===== src/rtl/input_conditioner.sv =====
// Input conditioner: 2-flop synchronizers plus an independent debouncer on each
// of six raw inputs, and a registered one-cycle strobe on the debounced load press.
module input_conditioner #(
  parameter int unsigned DEBOUNCE_CYCLES = 500000
) (
  input  logic       clk,
  input  logic       rst,
  input  logic       btn_load_raw,
  input  logic       sw_dir_raw,
  input  logic [3:0] sw_data_raw,
  output logic       load_level,
  output logic       load_pulse,
  output logic       up_down,
  output logic [3:0] data_out
);

  localparam int unsigned N  = 6;
  localparam int unsigned CW = $clog2(DEBOUNCE_CYCLES + 1);
  localparam logic [CW-1:0] LAST = CW'(DEBOUNCE_CYCLES - 1);

  typedef enum logic {
    STABLE   = 1'b0,
    CHANGING = 1'b1
  } db_state_t;

  logic [N-1:0]  raw;
  logic [N-1:0]  meta;
  logic [N-1:0]  synced;
  logic [N-1:0]  debounced;
  logic [N-1:0]  debounced_next;
  logic [CW-1:0] count      [N];
  logic [CW-1:0] count_next [N];
  db_state_t     state      [N];
  db_state_t     state_next [N];

  // Channel 0 is the load button, 1 the direction switch, 5:2 the data switches.
  assign raw = {sw_data_raw, sw_dir_raw, btn_load_raw};

  always_ff @(posedge clk or negedge rst) begin
    if (!rst) begin
      meta   <= '0;
      synced <= '0;
    end else begin
      meta   <= raw;
      synced <= meta;
    end
  end

  always_comb begin
    state_next     = state;
    count_next     = count;
    debounced_next = debounced;
    for (int unsigned i = 0; i < N; i++) begin
      case (state[i])
        STABLE: begin
          if (synced[i] != debounced[i]) begin
            state_next[i] = CHANGING;
            count_next[i] = CW'(1);
          end
        end
        CHANGING: begin
          if (synced[i] == debounced[i]) begin
            state_next[i] = STABLE;
            count_next[i] = '0;
          end else if (count[i] == LAST) begin
            // Accept on the edge that would have taken the count to DEBOUNCE_CYCLES.
            state_next[i]     = STABLE;
            count_next[i]     = '0;
            debounced_next[i] = ~debounced[i];
          end else begin
            count_next[i] = count[i] + CW'(1);
          end
        end
        default: begin
          state_next[i] = STABLE;
          count_next[i] = '0;
        end
      endcase
    end
  end

  always_ff @(posedge clk or negedge rst) begin
    if (!rst) begin
      for (int unsigned i = 0; i < N; i++) begin
        state[i] <= STABLE;
        count[i] <= '0;
      end
      debounced  <= '0;
      load_pulse <= 1'b0;
    end else begin
      for (int unsigned i = 0; i < N; i++) begin
        state[i] <= state_next[i];
        count[i] <= count_next[i];
      end
      debounced  <= debounced_next;
      load_pulse <= ~debounced[0] & debounced_next[0];
    end
  end

  assign load_level = debounced[0];
  assign up_down    = debounced[1];
  assign data_out   = debounced[5:2];

endmodule

===== config.mk =====
export PLATFORM = sky130hd
export DESIGN_NAME = input_conditioner
export DESIGN_NICKNAME = d
export VERILOG_FILES = /design/src/rtl/input_conditioner.sv
export SDC_FILE = /design/constraint.sdc
export NUM_CORES = 1
export LEC_CHECK = 0
export ABC_AREA = 1
export CAP_MARGIN = 20
export CORE_UTILIZATION = 40
export CTS_CLUSTER_DIAMETER = 100
export CTS_CLUSTER_SIZE = 16
export DETAILED_ROUTE_END_ITERATION = 16
export DONT_BUFFER_PORTS = 1
export PLACE_DENSITY = 0.57
export SYNTH_ARGS = -nofsm -noshare
export SYNTH_HDL_FRONTEND = slang
export SYNTH_SLANG_ARGS = --single-unit

===== constraint.sdc =====
create_clock -name clk -period 2.4 [get_ports clk]
set_input_delay 0.48 -clock clk [delete_from_list [all_inputs] [get_ports clk]]
set_output_delay 0.48 -clock clk [all_outputs]
set_load 0.005 [all_outputs]

==> results of run 1 <==
-- state kept, by name, summed over array words and instances, names as in the netlist --
register	cells
count	114
state	6
synced	6
load_pulse	1
debounced	6
meta	6
-- metal layers --
metal	vias to the layer above	part of all wire, %
met5	-	0
met2	78	45
li1	3494	-
met3	19	2.9
met4	0	1.3
met1	3109	51
-- cells in the final DEF (no fill, tap or decap), types with 3 or more instances in the layout --
cell type / n
nor2_4: 5
xnor2_1: 10
buf_4: 3
o21ai_2: 4
ha_1: 6
nor2_1: 124
o21ai_0: 32
a21oi_1: 11
xor2_1: 48
clkbuf_1: 3
nor3_1: 21
nand3_2: 6
o22ai_1: 46
dfrtp_1: 139
clkbuf_16: 17
o21ai_1: 7
nand3b_1: 3
o21bai_1: 5
nand4_1: 28
nor3_2: 3
inv_1: 143
nand2_2: 12
nor4_1: 3
nand3_1: 88
nor2_2: 14
nand2_1: 296
clkbuf_8: 6
-- cells by family (layout without fill, tap and decap cells) --
kind of cell,count (synthesis),after routing,synth area share [%]
adder cells (fa/ha/maj),6,6,0.930
XOR/XNOR,58,58,6.29
flip-flops,139,139,43.1
buffers and inverters,162,181,8.06
AND/OR/NAND/NOR,609,609,33.5
multiplexers,2,2,0.279
AO/OA/AOI/OAI,107,107,7.81
-- power groups by stage --
stage	combinational [mW]	sequential, mW	clock [mW]
floorplan	0.159	2.47	0
global placement	0.194	2.48	0
detailed placement	0.194	2.48	0
CTS	0.196	2.44	2.76
global route	0.219	2.44	2.86
finish	0.193	2.44	2.69
-- synth_stat cells (all sizes together) --
cell type	instances
nand2	309
inv	145
nor2	144
dfrtp	139
nand3	94
xor2	48
o22ai	47
o21ai	43
nand4	28
nor3	24
buf	12
a21oi	11
xnor2	10
ha	6
o21bai	5
or2	4
clkbuf	3
nand3b	3
nor4	3
clkinv	2
mux2	2
a21boi	1
-- worst max-delay path: stages, from the launching register on --
cell	delay, ns
dfrtp_1	0.40
ha_1	0.20
nand3_2	0.13
nor2_1	0.14
nand3_1	0.15
nand2_2	0.27
inv_1	0.17
nand3_1	0.10
o21ai_0	0.07
-- stage by stage --
step                hold slack (ns)  util [%]  cells  power [mW]  area (sq um)
floorplan                     0.184         -   1083        2.63          8070
global placement              0.190      42.5   1336        2.67          8330
CTS                          -0.268      45.6   1367        5.40          8930
global route                 -0.271      45.6   1367        5.52          8930
finish                       -0.256      45.6   1367        5.32          8930
detailed placement            0.190      42.5   1336        2.67          8330
-- cell type report --
type	count	area share [%]
flip-flops and latches	139	39.0
repair buffers	3	0.252
multi-input cells	782	44.2
clock buffers	26	5.82
clock inverters	5	0.911
well taps	265	3.71
inverters	147	6.18
-- worst paths after layout --
| check | startpoint | end | slack, ns | depth (start not counted) |
|---|---|---|---|---|
| worst max-delay path | count[76] | count[89] | 0.63 | 8 |
| worst min-delay path | rst | count[94] | -0.26 | 0 |
| worst max register to register | count[76] | count[89] | 0.63 | 8 |
| worst min register to register | meta[4] | synced[4] | 0.35 | 0 |
| max in group asynchronous | rst | count[21] | 2.38 | 0 |
| min in group clk | sw_data_raw[3] | meta[5] | 0.08 | 0 |
==> results.md, run 1 <==
- Crit path max fanout: 14
- Post-route clock period utilization: 73.6%
- Crit Path Class: flip-flop to flip-flop
- Post-CTS setup buffers: 0
- Peak supply drop: slightly below 0.4 mV
- Starting Density: 41.2%
- Comb pwr share: between 3 and 4%
- Rel. slew slack: between 60 and 70%
- Total detailed-routing wirelength: between 15 and 20 mm
- Number of global-route vias before repair: 6268
- GRT overflow: 0
- Area of the multi-input gates: ~3900 sq um
- H-tree levels: 4
- Failing checks: hold timing
- CTS sink cnt: 139
- Starting DRC count in detailed routing: about 330
- Nets@finish: 1104
- Detail Placement HPWL: 12.1 mm
- Setup-failing EPs final: 0
- TritonRoute pass-1 iters: 4
- Gpl congestion: 0.862
- Syn Area/Cell: about 7.5 sq um
- Crit start category: flip-flop
- Die area: between 20000 and 25000 sq um
- Period minus WS final: roughly 1.8 ns
- Synth Instances: about 1.1k
- Reg clk slew, reported paths: approximately 0.06 ns
- Final worst setup slack: roughly 0.63 ns
- Met1 usage: 25.7%
- RSZ-0062 raised after global routing: no
- Synth cell types: 38
- Vias: approximately 6.7k
- Final Hold Fails: around 140
- Largest cells by area after synthesis: dfrtp_1 (43%), nand2_1 (14%), inv_1 (6.7%)
- Pwr/cell area: ~600 nW/um^2
- Core area: approximately 20000 sq um
- Area grow syn2layout: 10.6%
- Internal power: around 4.2 mW
- Most used routing layer: met2
- Top cell type's share of synthesized area: 43.1%
- Initial antenna violation count: 0
- Syn_nets: around 1.1k
- Ys Warns: 0
- CTS Buf Count: 17
- Met3 Use GR: under 10%
- Root Buffer: clkbuf_16
- Status: finished, violations left
- Vias per cell: just under 5
- Fmax: 566 MHz
- First-pass GRT wire length: 29.9 mm
- Fin. max-slew vios: 0
- Fin Clk Skew: between 0.01 and 0.015 ns
- Total negative slack: 0 ns
- IO Port Bufs: 0
- Largest net degree at the start of global routing: 140
- Psw: about 1.2 mW
- GRT Total Usage: a little under a fifth
- Longest Clk Path Bufs: 2
- Critical Path RT: about 2.7 ns
- CTS tree: done
- Sw Share: between 20 and 25%
- Routed wire per std cell: 12.6 microns
- Sequential share of the synthesized area: a little over two fifths
- Reg area: roughly 3500 sq um
- Worst hold slack: -0.256 ns
- DRT antenna net count: 0
- Min-Delay Path Class: input pin to asynchronous set/reset pin
- Post-Syn Area: about 8100 sq um
- Std cell rows: 51
- CP Capture Type: flip-flop
- Share of layout cells above drive strength 1: between 7 and 8%
- Worst-Margin Slew: 0.512 ns
- Post-cts sizing count: 0
- Die H: roughly 140 microns
- Ant. Diodes: 0
- Clk_lat worst skew: 0.43 ns
- Worst EP arrival: between 2 and 2.5 ns
- Die width: around 140 microns
- Post-synth top area cell: dfrtp_1
- # DRC: 0
- Fill count: around 2.0k
- Clk pwr share: between 50% and 60%
- Top Ports: 15
- Pre-CTS setup slack: roughly 0.63 ns
- LEAKAGE: 3.91 nW
- Flop pwr share: 45.8%
- Max-Cap Viols: 0
- Yosys reg bits: about 140
- Met2 Track Usage GR: 28.0%
No activity file was read; power rests on OpenSTA's default activity.
==> run 2: changes to the inputs <==
- clock period: 2.4 -> 1.7 ns (I/O delays scaled with it)
==> run 2 against run 1 <==
  * The flow still finishes with violations (hold timing)
  * Cell area increased by 3.8%
  * Power grew 45%
  * Worst setup slack got worse by 0.48 ns
  * Critical path depth increased by 1
  * First-iteration DRC count up 39%
==> results.md, run 2 (synthesis results as in run 1) <==
- Ant. Diodes: 0
- Fin Clk Skew: 0.00932 ns
- Worst hold slack: -0.389 ns
- Worst EP arrival: 1.87 ns
- Final worst setup slack: 0.152 ns
- IO Port Bufs: 0
- Die area: 20800 sq um
- Cts hold-fix bufs: 6
- Gpl congestion: 0.847
- Vias per cell: ~4.9
- First-pass GRT wire length: between 20 and 30 mm
- Commonest non-fill, non-tap cell in the layout: nand2_1
- Comb pwr share: under 10%
- Top Ports: 15
- Tot Pwr: about 7.7 mW
- Die H: 144 microns
- Clk_lat worst skew: 0.42 ns
- Flop pwr share: ~45%
- Setup-failing EPs final: 0
- Final core occ: between 40% and 50%
- Longest Clk Path Bufs: 2
- Detail Placement HPWL: 12.4 mm
- Number of global-route vias before repair: 6387
- Most frequent cells in the layout: nand2_1 (295), inv_1 (142), dfrtp_1 (139), nor2_1 (123), nand3_1 (86)
- Status: finished, violations left
- Non-Filler Instances: ~1.4k
- Starting Density: between 40% and 50%
- Share of layout cells above drive strength 1: about 11%
- Initial antenna violation count: 0
- CP Capture Type: flip-flop
- Reg clk slew, reported paths: ~0.06 ns
- Std cell rows: between 50 and 60
- CTS sink cnt: ~140
- DRT antenna net count: 0
- Rel. slew slack: between 70% and 80%
- Routed wire per std cell: roughly 12 microns
- TritonRoute pass-1 iters: 7
- Peak supply drop: roughly 0.60 mV
- Top reg by flops: count
- GRT Total Usage: a little under a fifth
- LEAKAGE: approximately 4 nW
- Min-Delay Path Class: input pin to asynchronous set/reset pin
- Failing checks: hold timing
- Max reg flops: ~110
- Clk pwr share: roughly half
- Crit start category: flip-flop
- Placed Instances: 1360
- Starting DRC count in detailed routing: between 400 and 500
- Period minus WS final: 1.55 ns
- Worst-Margin Slew: 0.432 ns
- Pre-CTS setup slack: between 0.06 and 0.07 ns
- Max-Cap Viols: 0
- Internal power: 5.98 mW
- RSZ-0062 raised after global routing: yes
- Fmax: ~650 MHz
- Root Buffer: clkbuf_16
- Pwr/cell area: 833 nW/um^2
- Crit Path Class: flip-flop to flip-flop
- CTS Buf Count: 17
- Setup slack, reg-to-reg: around 0.15 ns
- Die width: between 100 and 150 microns
- Total detailed-routing wirelength: ~17 mm
- Sw Share: 22.5%
- Area grow syn2layout: 14.8%
- CTS tree: done
- # DRC: 0
- GRT overflow: 0
- Nets@finish: roughly 1.1k
- Vias: slightly below 7k
- Crit path max fanout: 13
- Core area: just under 20000 sq um
- Largest net degree at the start of global routing: 140
- H-tree levels: 4
- Total negative slack: 0 ns
- Fin. max-slew vios: 0
- Final Hold Fails: between 100 and 150
- Psw: around 1.7 mW
- Critical Path RT: just over 2 ns
- Post-route clock period utilization: 91.0%
## run 2: changes by cell type in the layout (fill, tap and decap cells not counted), sizes merged
cell         change
clkinv           +3
buf             +26
inv              +2
clkinvlp         +2
dlygate4sd3      +6
bufinv           +2
clkbuf           -8
## run 2: path summary, 6_finish.rpt
check | startpoint | endpoint | cells past startpoint
min reg2reg | meta[5] | synced[5] | 0
min | rst | count[87] | 0
max in group asynchronous | rst | count[71] | 0
min in group clk | meta[5] | synced[5] | 0
max | count[76] | count[94] | 9
max reg2reg | count[76] | count[94] | 9
## run 2: stage by stage
stage,cell area [sq um],hold WS (ns)
after global routing,9260,-0.410
final,9260,-0.389
after CTS,9200,-0.408
after detailed placement,8520,0.0497
after floorplan,8070,0.0444
after global placement,8520,0.0484
## run 2: worst max-delay path: stages (launching register included)
cell	delay, ns
dfrtp_1	0.37
ha_1	0.19
nand3_2	0.14
nor2_1	0.15
nand3_1	0.15
nand2_2	0.12
buf_12	0.14
nor2_1	0.04
nor2_1	0.08
nor2_1	0.04
## run 2: timing repair
item | CTS | global route
endpoints found under the setup margin | 0 | 28
hold endpoints to repair | 145 | 139
buffers inserted | 0 | 2
resized for setup | 0 | 11
## run 2: layout make-up
type                       count  area, sq um
inverter                     147          556
sequential                   139         3480
tap                          265          332
fill                        1962        10300
timing repair buffer          35          290
clock inverter                14          194
clock buffer                  18          429
multi-input combinational    782         3980
## run 2: metal layers
layer,part of all wire (%),vias up,GRT usage (%)
li1,-,3568,-
met3,3.5,8,4.34
met1,51,3119,25.2
met5,0,-,0
met4,0.72,0,4.98
met2,44,100,28.3
## run 2: power groups by stage
stage / clock network (mW) / logic, mW / registers (mW)
finish: 3.95 / 0.328 / 3.44
global route: 4.17 / 0.373 / 3.45
detailed placement: 0 / 0.300 / 3.50
CTS: 4.06 / 0.313 / 3.44
global placement: 0 / 0.303 / 3.50
floorplan: 0 / 0.224 / 3.48
